`src/rtl/alu_ctrl_stage_if.sv`:
```
// Bundles the ID->EX decode request, hazard controls and the registered ALU-control results.
// Latency: none; this is a pure signal bundle.
// Backpressure: stall_req flows back to the master; stall_in/flush flow forward to the stage.
interface alu_ctrl_stage_if #(
    parameter int FUNCT_W = 6,
    parameter int ALUOP_W = 2,
    parameter int CTRL_W  = 4
);
    logic               id_valid;
    logic [ALUOP_W-1:0] alu_op;
    logic [FUNCT_W-1:0] funct;
    logic               stall_in;
    logic               flush;

    logic               ex_valid;
    logic [CTRL_W-1:0]  alu_ctrl;
    logic               illegal;
    logic               mdu_start;
    logic               mdu_done;
    logic               stall_req;

    // ID/hazard side: drives the request, observes the EX register
    modport master (
        output id_valid, alu_op, funct, stall_in, flush,
        input  ex_valid, alu_ctrl, illegal, mdu_start, mdu_done, stall_req
    );

    // ALU-control stage side
    modport slave (
        input  id_valid, alu_op, funct, stall_in, flush,
        output ex_valid, alu_ctrl, illegal, mdu_start, mdu_done, stall_req
    );
endinterface

```
`src/rtl/alu_ctrl_stage.sv`:
```
// ALU-control decode register at the ID/EX boundary, with a MUL/DIV issue/busy sequencer.
// Latency: decoded control word visible 1 cycle after capture; MUL/DIV busy for MDU_LATENCY cycles.
// Backpressure: holds on stall_in or while busy (stall_req=1); flush overrides everything.
// Optional: define ALUCTRL_SRA_EN to decode funct 000011 as SRA (otherwise illegal).
module alu_ctrl_stage #(
    parameter int FUNCT_W     = 6,
    parameter int ALUOP_W     = 2,
    parameter int CTRL_W      = 4,
    parameter int MDU_LATENCY = 4
) (
    input  logic          clk,
    input  logic          reset,
    alu_ctrl_stage_if.slave bus
);

    // FSM encoding
    localparam logic [0:0] S_IDLE = 1'b0;
    localparam logic [0:0] S_BUSY = 1'b1;

    // ALU control encodings, zero-extended to CTRL_W
    localparam logic [CTRL_W-1:0] C_AND = CTRL_W'(4'b0000);
    localparam logic [CTRL_W-1:0] C_OR  = CTRL_W'(4'b0001);
    localparam logic [CTRL_W-1:0] C_ADD = CTRL_W'(4'b0010);
    localparam logic [CTRL_W-1:0] C_SLL = CTRL_W'(4'b0011);
    localparam logic [CTRL_W-1:0] C_SRL = CTRL_W'(4'b0100);
    localparam logic [CTRL_W-1:0] C_XOR = CTRL_W'(4'b0101);
    localparam logic [CTRL_W-1:0] C_SUB = CTRL_W'(4'b0110);
    localparam logic [CTRL_W-1:0] C_SLT = CTRL_W'(4'b0111);
    localparam logic [CTRL_W-1:0] C_MUL = CTRL_W'(4'b1000);
    localparam logic [CTRL_W-1:0] C_DIV = CTRL_W'(4'b1001);
`ifdef ALUCTRL_SRA_EN
    localparam logic [CTRL_W-1:0] C_SRA = CTRL_W'(4'b1010);
`endif
    localparam logic [CTRL_W-1:0] C_NOR = CTRL_W'(4'b1100);
    localparam logic [CTRL_W-1:0] C_NOP = CTRL_W'(4'b1111);

    // ALUOp values from main control
    localparam logic [ALUOP_W-1:0] OP_LS    = ALUOP_W'(2'b00);
    localparam logic [ALUOP_W-1:0] OP_BEQ   = ALUOP_W'(2'b01);
    localparam logic [ALUOP_W-1:0] OP_RTYPE = ALUOP_W'(2'b10);
    localparam logic [ALUOP_W-1:0] OP_ORI   = ALUOP_W'(2'b11);

    // R-type funct codes
    localparam logic [FUNCT_W-1:0] F_ADD = FUNCT_W'(6'b100000);
    localparam logic [FUNCT_W-1:0] F_SUB = FUNCT_W'(6'b100010);
    localparam logic [FUNCT_W-1:0] F_AND = FUNCT_W'(6'b100100);
    localparam logic [FUNCT_W-1:0] F_OR  = FUNCT_W'(6'b100101);
    localparam logic [FUNCT_W-1:0] F_XOR = FUNCT_W'(6'b100110);
    localparam logic [FUNCT_W-1:0] F_NOR = FUNCT_W'(6'b100111);
    localparam logic [FUNCT_W-1:0] F_SLT = FUNCT_W'(6'b101010);
    localparam logic [FUNCT_W-1:0] F_SLL = FUNCT_W'(6'b000000);
    localparam logic [FUNCT_W-1:0] F_SRL = FUNCT_W'(6'b000010);
`ifdef ALUCTRL_SRA_EN
    localparam logic [FUNCT_W-1:0] F_SRA = FUNCT_W'(6'b000011);
`endif
    localparam logic [FUNCT_W-1:0] F_MUL = FUNCT_W'(6'b011000);
    localparam logic [FUNCT_W-1:0] F_DIV = FUNCT_W'(6'b011010);

    // 8-bit counter covers the full 2..255 latency range
    localparam logic [7:0] CNT_LOAD = 8'(MDU_LATENCY - 1);

    logic [0:0]        r_state;
    logic [7:0]        r_cnt;
    logic              r_ex_valid;
    logic [CTRL_W-1:0] r_alu_ctrl;
    logic              r_illegal;
    logic              r_mdu_start;

    logic [CTRL_W-1:0] w_dec_ctrl;
    logic              w_dec_illegal;
    logic              w_dec_mdu;
    logic              w_busy;
    logic              w_hold;
    logic              w_issue;

    // Combinational ALUOp/funct decode of the instruction currently in ID
    always_comb begin
        w_dec_ctrl    = C_NOP;
        w_dec_illegal = 1'b0;
        case (bus.alu_op)
            OP_LS:  w_dec_ctrl = C_ADD;
            OP_BEQ: w_dec_ctrl = C_SUB;
            OP_ORI: w_dec_ctrl = C_OR;
            OP_RTYPE: begin
                case (bus.funct)
                    F_ADD:   w_dec_ctrl = C_ADD;
                    F_SUB:   w_dec_ctrl = C_SUB;
                    F_AND:   w_dec_ctrl = C_AND;
                    F_OR:    w_dec_ctrl = C_OR;
                    F_XOR:   w_dec_ctrl = C_XOR;
                    F_NOR:   w_dec_ctrl = C_NOR;
                    F_SLT:   w_dec_ctrl = C_SLT;
                    F_SLL:   w_dec_ctrl = C_SLL;
                    F_SRL:   w_dec_ctrl = C_SRL;
`ifdef ALUCTRL_SRA_EN
                    F_SRA:   w_dec_ctrl = C_SRA;
`endif
                    F_MUL:   w_dec_ctrl = C_MUL;
                    F_DIV:   w_dec_ctrl = C_DIV;
                    default: begin
                        w_dec_ctrl    = C_NOP;
                        w_dec_illegal = 1'b1;
                    end
                endcase
            end
            default: w_dec_ctrl = C_NOP;
        endcase
    end

    assign w_dec_mdu = (w_dec_ctrl == C_MUL) || (w_dec_ctrl == C_DIV);
    assign w_busy    = (r_state == S_BUSY);
    assign w_hold    = bus.stall_in || w_busy;
    // A MUL/DIV only issues on a real capture: no flush, no hold, valid instruction
    assign w_issue   = !bus.flush && !w_hold && bus.id_valid && w_dec_mdu;

    // EX pipeline register: flush beats hold beats capture
    always_ff @(posedge clk or posedge reset) begin
        if (reset) begin
            r_ex_valid  <= 1'b0;
            r_alu_ctrl  <= C_NOP;
            r_illegal   <= 1'b0;
            r_mdu_start <= 1'b0;
        end else if (bus.flush) begin
            r_ex_valid  <= 1'b0;
            r_alu_ctrl  <= C_NOP;
            r_illegal   <= 1'b0;
            r_mdu_start <= 1'b0;
        end else if (w_hold) begin
            r_mdu_start <= 1'b0;
        end else begin
            r_ex_valid  <= bus.id_valid;
            r_alu_ctrl  <= bus.id_valid ? w_dec_ctrl : C_NOP;
            r_illegal   <= bus.id_valid & w_dec_illegal;
            r_mdu_start <= w_issue;
        end
    end

    // MUL/DIV sequencer: counter runs free of stall_in, only flush aborts it
    always_ff @(posedge clk or posedge reset) begin
        if (reset) begin
            r_state <= S_IDLE;
            r_cnt   <= 8'd0;
        end else if (bus.flush) begin
            r_state <= S_IDLE;
            r_cnt   <= 8'd0;
        end else if (w_busy) begin
            if (r_cnt == 8'd0) begin
                r_state <= S_IDLE;
            end else begin
                r_cnt <= r_cnt - 8'd1;
            end
        end else if (w_issue) begin
            r_state <= S_BUSY;
            r_cnt   <= CNT_LOAD;
        end
    end

    assign bus.ex_valid  = r_ex_valid;
    assign bus.alu_ctrl  = r_alu_ctrl;
    assign bus.illegal   = r_illegal;
    assign bus.mdu_start = r_mdu_start;
    assign bus.mdu_done  = w_busy && (r_cnt == 8'd0);
    assign bus.stall_req = w_busy;

endmodule
```
`src/flat_wrapper.sv`:
```
// flat-port wrapper written by rule: the top's interface ports become plain ports
module alu_ctrl_stage_flat 
#(
    parameter int FUNCT_W     = 6,
    parameter int ALUOP_W     = 2,
    parameter int CTRL_W      = 4,
    parameter int MDU_LATENCY = 4
)
  (clk, reset, bus_id_valid, bus_alu_op, bus_funct, bus_stall_in, bus_flush, bus_ex_valid, bus_alu_ctrl, bus_illegal, bus_mdu_start, bus_mdu_done, bus_stall_req);
  alu_ctrl_stage_if #(.FUNCT_W(FUNCT_W), .ALUOP_W(ALUOP_W), .CTRL_W(CTRL_W)) bus_i ();
  input  logic clk;
  input  logic reset;
  input wire logic [$bits(bus_i.id_valid)-1:0] bus_id_valid;
  input wire logic [$bits(bus_i.alu_op)-1:0] bus_alu_op;
  input wire logic [$bits(bus_i.funct)-1:0] bus_funct;
  input wire logic [$bits(bus_i.stall_in)-1:0] bus_stall_in;
  input wire logic [$bits(bus_i.flush)-1:0] bus_flush;
  output wire logic [$bits(bus_i.ex_valid)-1:0] bus_ex_valid;
  output wire logic [$bits(bus_i.alu_ctrl)-1:0] bus_alu_ctrl;
  output wire logic [$bits(bus_i.illegal)-1:0] bus_illegal;
  output wire logic [$bits(bus_i.mdu_start)-1:0] bus_mdu_start;
  output wire logic [$bits(bus_i.mdu_done)-1:0] bus_mdu_done;
  output wire logic [$bits(bus_i.stall_req)-1:0] bus_stall_req;
  assign bus_i.id_valid = bus_id_valid;
  assign bus_i.alu_op = bus_alu_op;
  assign bus_i.funct = bus_funct;
  assign bus_i.stall_in = bus_stall_in;
  assign bus_i.flush = bus_flush;
  assign bus_ex_valid = bus_i.ex_valid;
  assign bus_alu_ctrl = bus_i.alu_ctrl;
  assign bus_illegal = bus_i.illegal;
  assign bus_mdu_start = bus_i.mdu_start;
  assign bus_mdu_done = bus_i.mdu_done;
  assign bus_stall_req = bus_i.stall_req;
  alu_ctrl_stage #(.FUNCT_W(FUNCT_W), .ALUOP_W(ALUOP_W), .CTRL_W(CTRL_W), .MDU_LATENCY(MDU_LATENCY)) u_core (.clk(clk), .reset(reset), .bus(bus_i));
endmodule
```
`config.mk`:
```
export PLATFORM = sky130hd
export DESIGN_NAME = alu_ctrl_stage_flat
export DESIGN_NICKNAME = d
export VERILOG_FILES = /design/src/rtl/alu_ctrl_stage_if.sv /design/src/rtl/alu_ctrl_stage.sv /design/src/flat_wrapper.sv
export SDC_FILE = /design/constraint.sdc
export NUM_CORES = 1
export LEC_CHECK = 0
export BUFFER_PORTS_ARGS = -buffer_cell sky130_fd_sc_hd__buf_2
export CELL_PAD_IN_SITES_DETAIL_PLACEMENT = 0
export CELL_PAD_IN_SITES_GLOBAL_PLACEMENT = 1
export CORE_ASPECT_RATIO = 0.6
export CORE_MARGIN = 2
export CORE_UTILIZATION = 42
export DETAILED_ROUTE_END_ITERATION = 8
export GPL_ROUTABILITY_DRIVEN = 0
export PLACE_DENSITY = 0.88
export SETUP_SLACK_MARGIN = 0.02
export SKIP_LAST_GASP = 1
export SLEW_MARGIN = 5
export SYNTH_ARGS = -nofsm -noshare
export SYNTH_HDL_FRONTEND = slang
export SYNTH_SLANG_ARGS = --single-unit
```
`constraint.sdc`:
```
create_clock -name clk -period 3.6 [get_ports clk]
set_clock_uncertainty 0.1 [all_clocks]
set_input_delay 0.54 -clock clk [delete_from_list [all_inputs] [get_ports clk]]
set_output_delay 0.54 -clock clk [all_outputs]
set_load 0.01 [all_outputs]
```
After elaboration in Yosys (flattened, before gate mapping)
Cells that the tools add are included.
- bits in registers: 16
- latch bits: 0
- bits in writable memories: 0
- ROM bits: 0
- bits of input ports: 13
- memories kept: 0
- add/sub/neg operators: 1
- multiply operators: 0
- div/mod/pow operators: 0
- magnitude comparators: 0
- eq/ne operators: 17
- shift-type cells: 0
- mux-type cells: 21
- bitwise logic cells: 1
- reductions and logical operators: 14
- operators with widths (kind ; number):
    $pmux 4 s11 ; 1
    $eq 6x6->1 const B ; 7
    $mux 8 ; 4
    $pmux 4 s4 ; 1
    $eq 6x5->1 const B ; 2
    $mux 1 ; 12
    $mux 4 ; 3
    $reduce_or 11->1 ; 1
    $eq 4x4->1 const B ; 2
    $logic_not 8->1 ; 1
    $sub 8x1->8 const B ; 1
    $eq 6x2->1 const B ; 1
    $logic_not 6->1 ; 1
    $eq 2x2->1 const B ; 2
    $logic_and 1x1->1 ; 4
    $ne 3x3->1 const B ; 1
    $reduce_bool 3->1 ; 1
    $eq 2x1->1 const B ; 1
    $logic_not 1->1 ; 2
    $logic_not 2->1 ; 1
    $logic_or 1x1->1 ; 2
    $ne 2x2->1 const B ; 1
    $reduce_and 2->1 ; 1
    $and 1x1->1 ; 1

Depth between registers and ports, before layout
- depth in word-level cells: 9
- depth in mapped cells: 7
- gate-level depth less buffers: 7

Worst setup path after synthesis
OpenSTA, ideal clock, no wires.
- path kind: input to register
- from: in bus_flush
- to: reg u_core.r_cnt[5]
- setup time: 0.120 ns
- data arrival time: 1.856 ns
- required time: 3.380 ns
- setup slack: 1.524 ns
- stages on the path: 6
- path buffers: 1
- path through: buf_2 > nor4b_2 > nand2_1 > a21o_1 > o21ba_1 > a31o_1
- word-level cells in the longest chain between the ends: 6
- elaborated cells between the ends (all ways): 8
- those cells by class: 1 x eq/ne; 1 x mux; 6 x reduce/logical
- ends and longest elaborated chain (what ; line ; RTL):
    start: declaration ; flat_wrapper.sv:17 ; input wire logic [$bits(bus_i.flush)-1:0] bus_flush;
    $logic_not 1->1 ; alu_ctrl_stage.sv:114 ; assign w_issue = !bus.flush && !w_hold && bus.id_valid && w_dec_mdu;
    $logic_and 1x1->1 (3 in series) ; alu_ctrl_stage.sv:114 ;
    $reduce_bool 3->1 (no line) ; n/a ;
    $reduce_and 2->1 (no line) ; n/a ;
    end signal: assignment ; alu_ctrl_stage.sv:150 ; r_cnt <= r_cnt - 8'd1;
    end: declaration ; alu_ctrl_stage.sv:63 ; logic [7:0] r_cnt;
Parallel ways exist; a longest one is shown, timed or not.
A chain may end at the register's enable or synchronous reset.

Final worst setup path
- from: reg u_core.r_cnt[1]
- to: out bus_mdu_done
- word-level cells in the longest chain between the ends: 2
- ends and longest elaborated chain (what ; line ; RTL):
    $logic_not 8->1 ; alu_ctrl_stage.sv:162 ; assign bus.mdu_done = w_busy && (r_cnt == 8'd0);
    $logic_and 1x1->1 ; alu_ctrl_stage.sv:162 ;
    end: declaration ; flat_wrapper.sv:22 ; output wire logic [$bits(bus_i.mdu_done)-1:0] bus_mdu_done;
Every way passes these cells.

==> flow_summary.toml <==
[timing]
post_layout_minimum_cycle_time_ns = 2.516
grt_setup_unrepaired = "no"
totalNegativeSetupSlack_ns = 0
max-slew-margin-rel = 0.5683
timing.final.setup_violations = 0
timing.final.max_slew_violations = 0
worstMarginPinSlew_ns = 0.6408
timing.final.hold_violations = 0
final_min_period_over_clock_period = 0.6990
fmaxAchievable_ghz = 0.3974

[clocking]
ctsHtreeMaxLevel = 1
max-clock-path-buffers = 2
post_cts_hold_buffer_count = 0
clk_latency_ns = 0.25
cts-resized-gates = 0
cts.repair_timing.setup_buffer_count = 0
clock_tree_from_tritoncts = "yes"
cts_buffers = 3
cts_root_buf = "sky130_fd_sc_hd__clkbuf_8"
numClockSinks = 16
cts.clk_slew.worst_paths_ns = 0.07

[power_and_ir_drop]
total_power_w = 0.0003903
power_per_cell_area_nw_per_um2 = 330.5
worst_ir_drop_vdd_mv = 0.1949
p_leak_nw = 0.5278

[global_route]
antenna_found_initial = 0
gr-total-overflow = 0
global_route_wire_length_before_repair_um = 3843
grt_pass1_vias = 786
total_track_usage = 0.1861
grt_max_degree = 17

[placement]
detailed_place_hpwl_um = 1811
io_buffer_count = 21

[detailed_routing]
antenna_violating_nets_post_route = 0
drt-pass1-iter-count = 5
detailroute.via_count = 948
detail_route.wirelength_um = 2398
post-route-drc-count = 0
detailedRoute.firstIterationViolations = 44
drt-wirelength-per-cell_um = 14.45
via_per_inst = 5.711

[yosys]
synthArstFlopShare = 1.000
yosys.cell_types.count = 39
sequential_fraction_of_the_synthesis_area = 0.4065
synth_top_cell_area_share = 0.3011
ys_dominant_reg_cell = "sky130_fd_sc_hd__dfrtp_1"
synthesis.yosys.warnings = 0
ys_seq_elements = 16
mappedNetlistArea_um2 = 997.2
syn-num-nets = 128
largest_area_contributor_in_the_synthesized_netlist = "sky130_fd_sc_hd__dfrtp_1"
synth_cells = 114
avgSynthCellArea_um2 = 8.747
edff_count_synth = 0
yosys-top-cells-area = "sky130_fd_sc_hd__dfrtp_1, sky130_fd_sc_hd__dfstp_2, sky130_fd_sc_hd__inv_1"

[die]
die-height_um = 41.75
die_w_um = 66.91
boundaryPins = 22
core-area_um2 = 2212
row_count = 13
starting_density_of_the_core = 0.4508
die_area_um2 = 2793

[finish]
layout_commonest_cell = "sky130_fd_sc_hd__buf_2"
finish.net_count = 151
antennaDiodeCount = 0
most-common-layout-cells = "sky130_fd_sc_hd__buf_2, sky130_fd_sc_hd__dfrtp_1, sky130_fd_sc_hd__inv_1, sky130_fd_sc_hd__nor2_1, sky130_fd_sc_hd__nand2_1"
area_growth_syn_to_layout_pct = 18.44
final_layout_size_suffix_gt1_frac = 0.2500

[critical_path]
worstSetupPathType = "flop to output port"
setup.worst_path.start_class = "flop"
worst_ep_arrival_time_ns = 1.88
worst_ep_required_time_ns = 2.96
timing.critical_path.to_type = "output port"
critical_path_source = "u_core.r_cnt[1]"
worst-path-max-fanout = 4
crit-reg2reg-launch = "u_core.r_cnt[1]"

[run]
drv.max_cap_violation_count = 0

[hold_path]
timing.hold.worst.class = "input pin to asynchronous set/reset pin"

[run_status]
outcome = "complete, no violations"
## synthesized netlist by cell type, types with 4 or more instances
cell and n:
sky130_fd_sc_hd__dfrtp_1 12, sky130_fd_sc_hd__a21oi_1 7, sky130_fd_sc_hd__nor3_1 5, sky130_fd_sc_hd__dfstp_2 4, sky130_fd_sc_hd__o21ai_0 6, sky130_fd_sc_hd__o32ai_1 4, sky130_fd_sc_hd__a31oi_1 4, sky130_fd_sc_hd__nor2_1 11
sky130_fd_sc_hd__nand2_1 8, sky130_fd_sc_hd__inv_1 11, sky130_fd_sc_hd__nand2b_1 4
## worst max-delay path, stage by stage, from the launching register on
cell and delay (ns):
sky130_fd_sc_hd__dfrtp_1 0.37, sky130_fd_sc_hd__inv_1 0.10, sky130_fd_sc_hd__ha_1 0.19, sky130_fd_sc_hd__nor3b_1 0.36, sky130_fd_sc_hd__nand2_1 0.13, sky130_fd_sc_hd__nor2_1 0.28
sky130_fd_sc_hd__buf_2 0.19
## routing by layer
layer | part of all wire | global-route usage | wire [µm] | vias up
li1 | - | - | - | 469
met1 | 0.51 | 0.3000 | 1227 | 437
met2 | 0.41 | 0.2320 | 991 | 40
met3 | 0.064 | 0.04878 | 153 | 2
met4 | 0.010 | 0.06122 | 25 | 0
met5 | 0 | 0 | 0 | -
## cell type report
cell class              instances  area (µm²)
fillers                       227        1031
inverters                      11       41.29
repair buffers                 21       105.1
multi-input cells              84       536.8
well taps                      30       37.54
flip-flops and latches         16       405.4
clock buffers                   4       55.05
## sequential cells by signal, indices dropped and copies added, names as in the netlist
name                  flops
u_core.bus.stall_req      1
u_core.bus.ex_valid       1
u_core.bus.illegal        1
u_core.r_cnt              8
u_core.bus.alu_ctrl       4
u_core.bus.mdu_start      1
## path summary, 6_finish.rpt
check,cells after the start,slack [ns],end
min in group clk,2,0.41,u_core.bus.alu_ctrl[2]
max in group asynchronous,2,2.75,u_core.bus.ex_valid
min,2,0.25,u_core.r_cnt[1]
max,6,1.08,bus_mdu_done
max reg2reg,7,1.42,u_core.r_cnt[1]
min reg2reg,2,0.41,u_core.bus.alu_ctrl[2]
## stage by stage
step | utilization | hold slack (ns) | setup slack (ns) | area, µm² | std cells
finish | 0.5339 | 0.2470 | 1.084 | 1181 | 166
detailed placement | 0.5091 | 0.3986 | 1.321 | 1126 | 162
floorplan | - | 0.3509 | 1.524 | 997.2 | 114
CTS | 0.5339 | 0.2769 | 1.094 | 1181 | 166
global placement | 0.5091 | 0.3984 | 1.349 | 1126 | 162
global route | 0.5339 | 0.3223 | 0.9068 | 1181 | 166
## cells by family after synthesis
kind of cell	count (synthesis)	synth area share
compound gates	38	0.2723
fa+ha+maj	1	0.01255
buf+inv	14	0.05520
flops	16	0.4065
mux	1	0.01004
simple gates	44	0.2434
## where the power goes
part           switching (W)  leakage [nW]  internal (W)
clock network      0.0000644        0.0288     0.0000972
registers         0.00000167         0.209      0.000184
logic              0.0000265         0.290     0.0000161
total              0.0000926         0.528      0.000298
No activity file was read; power rests on OpenSTA's default activity.
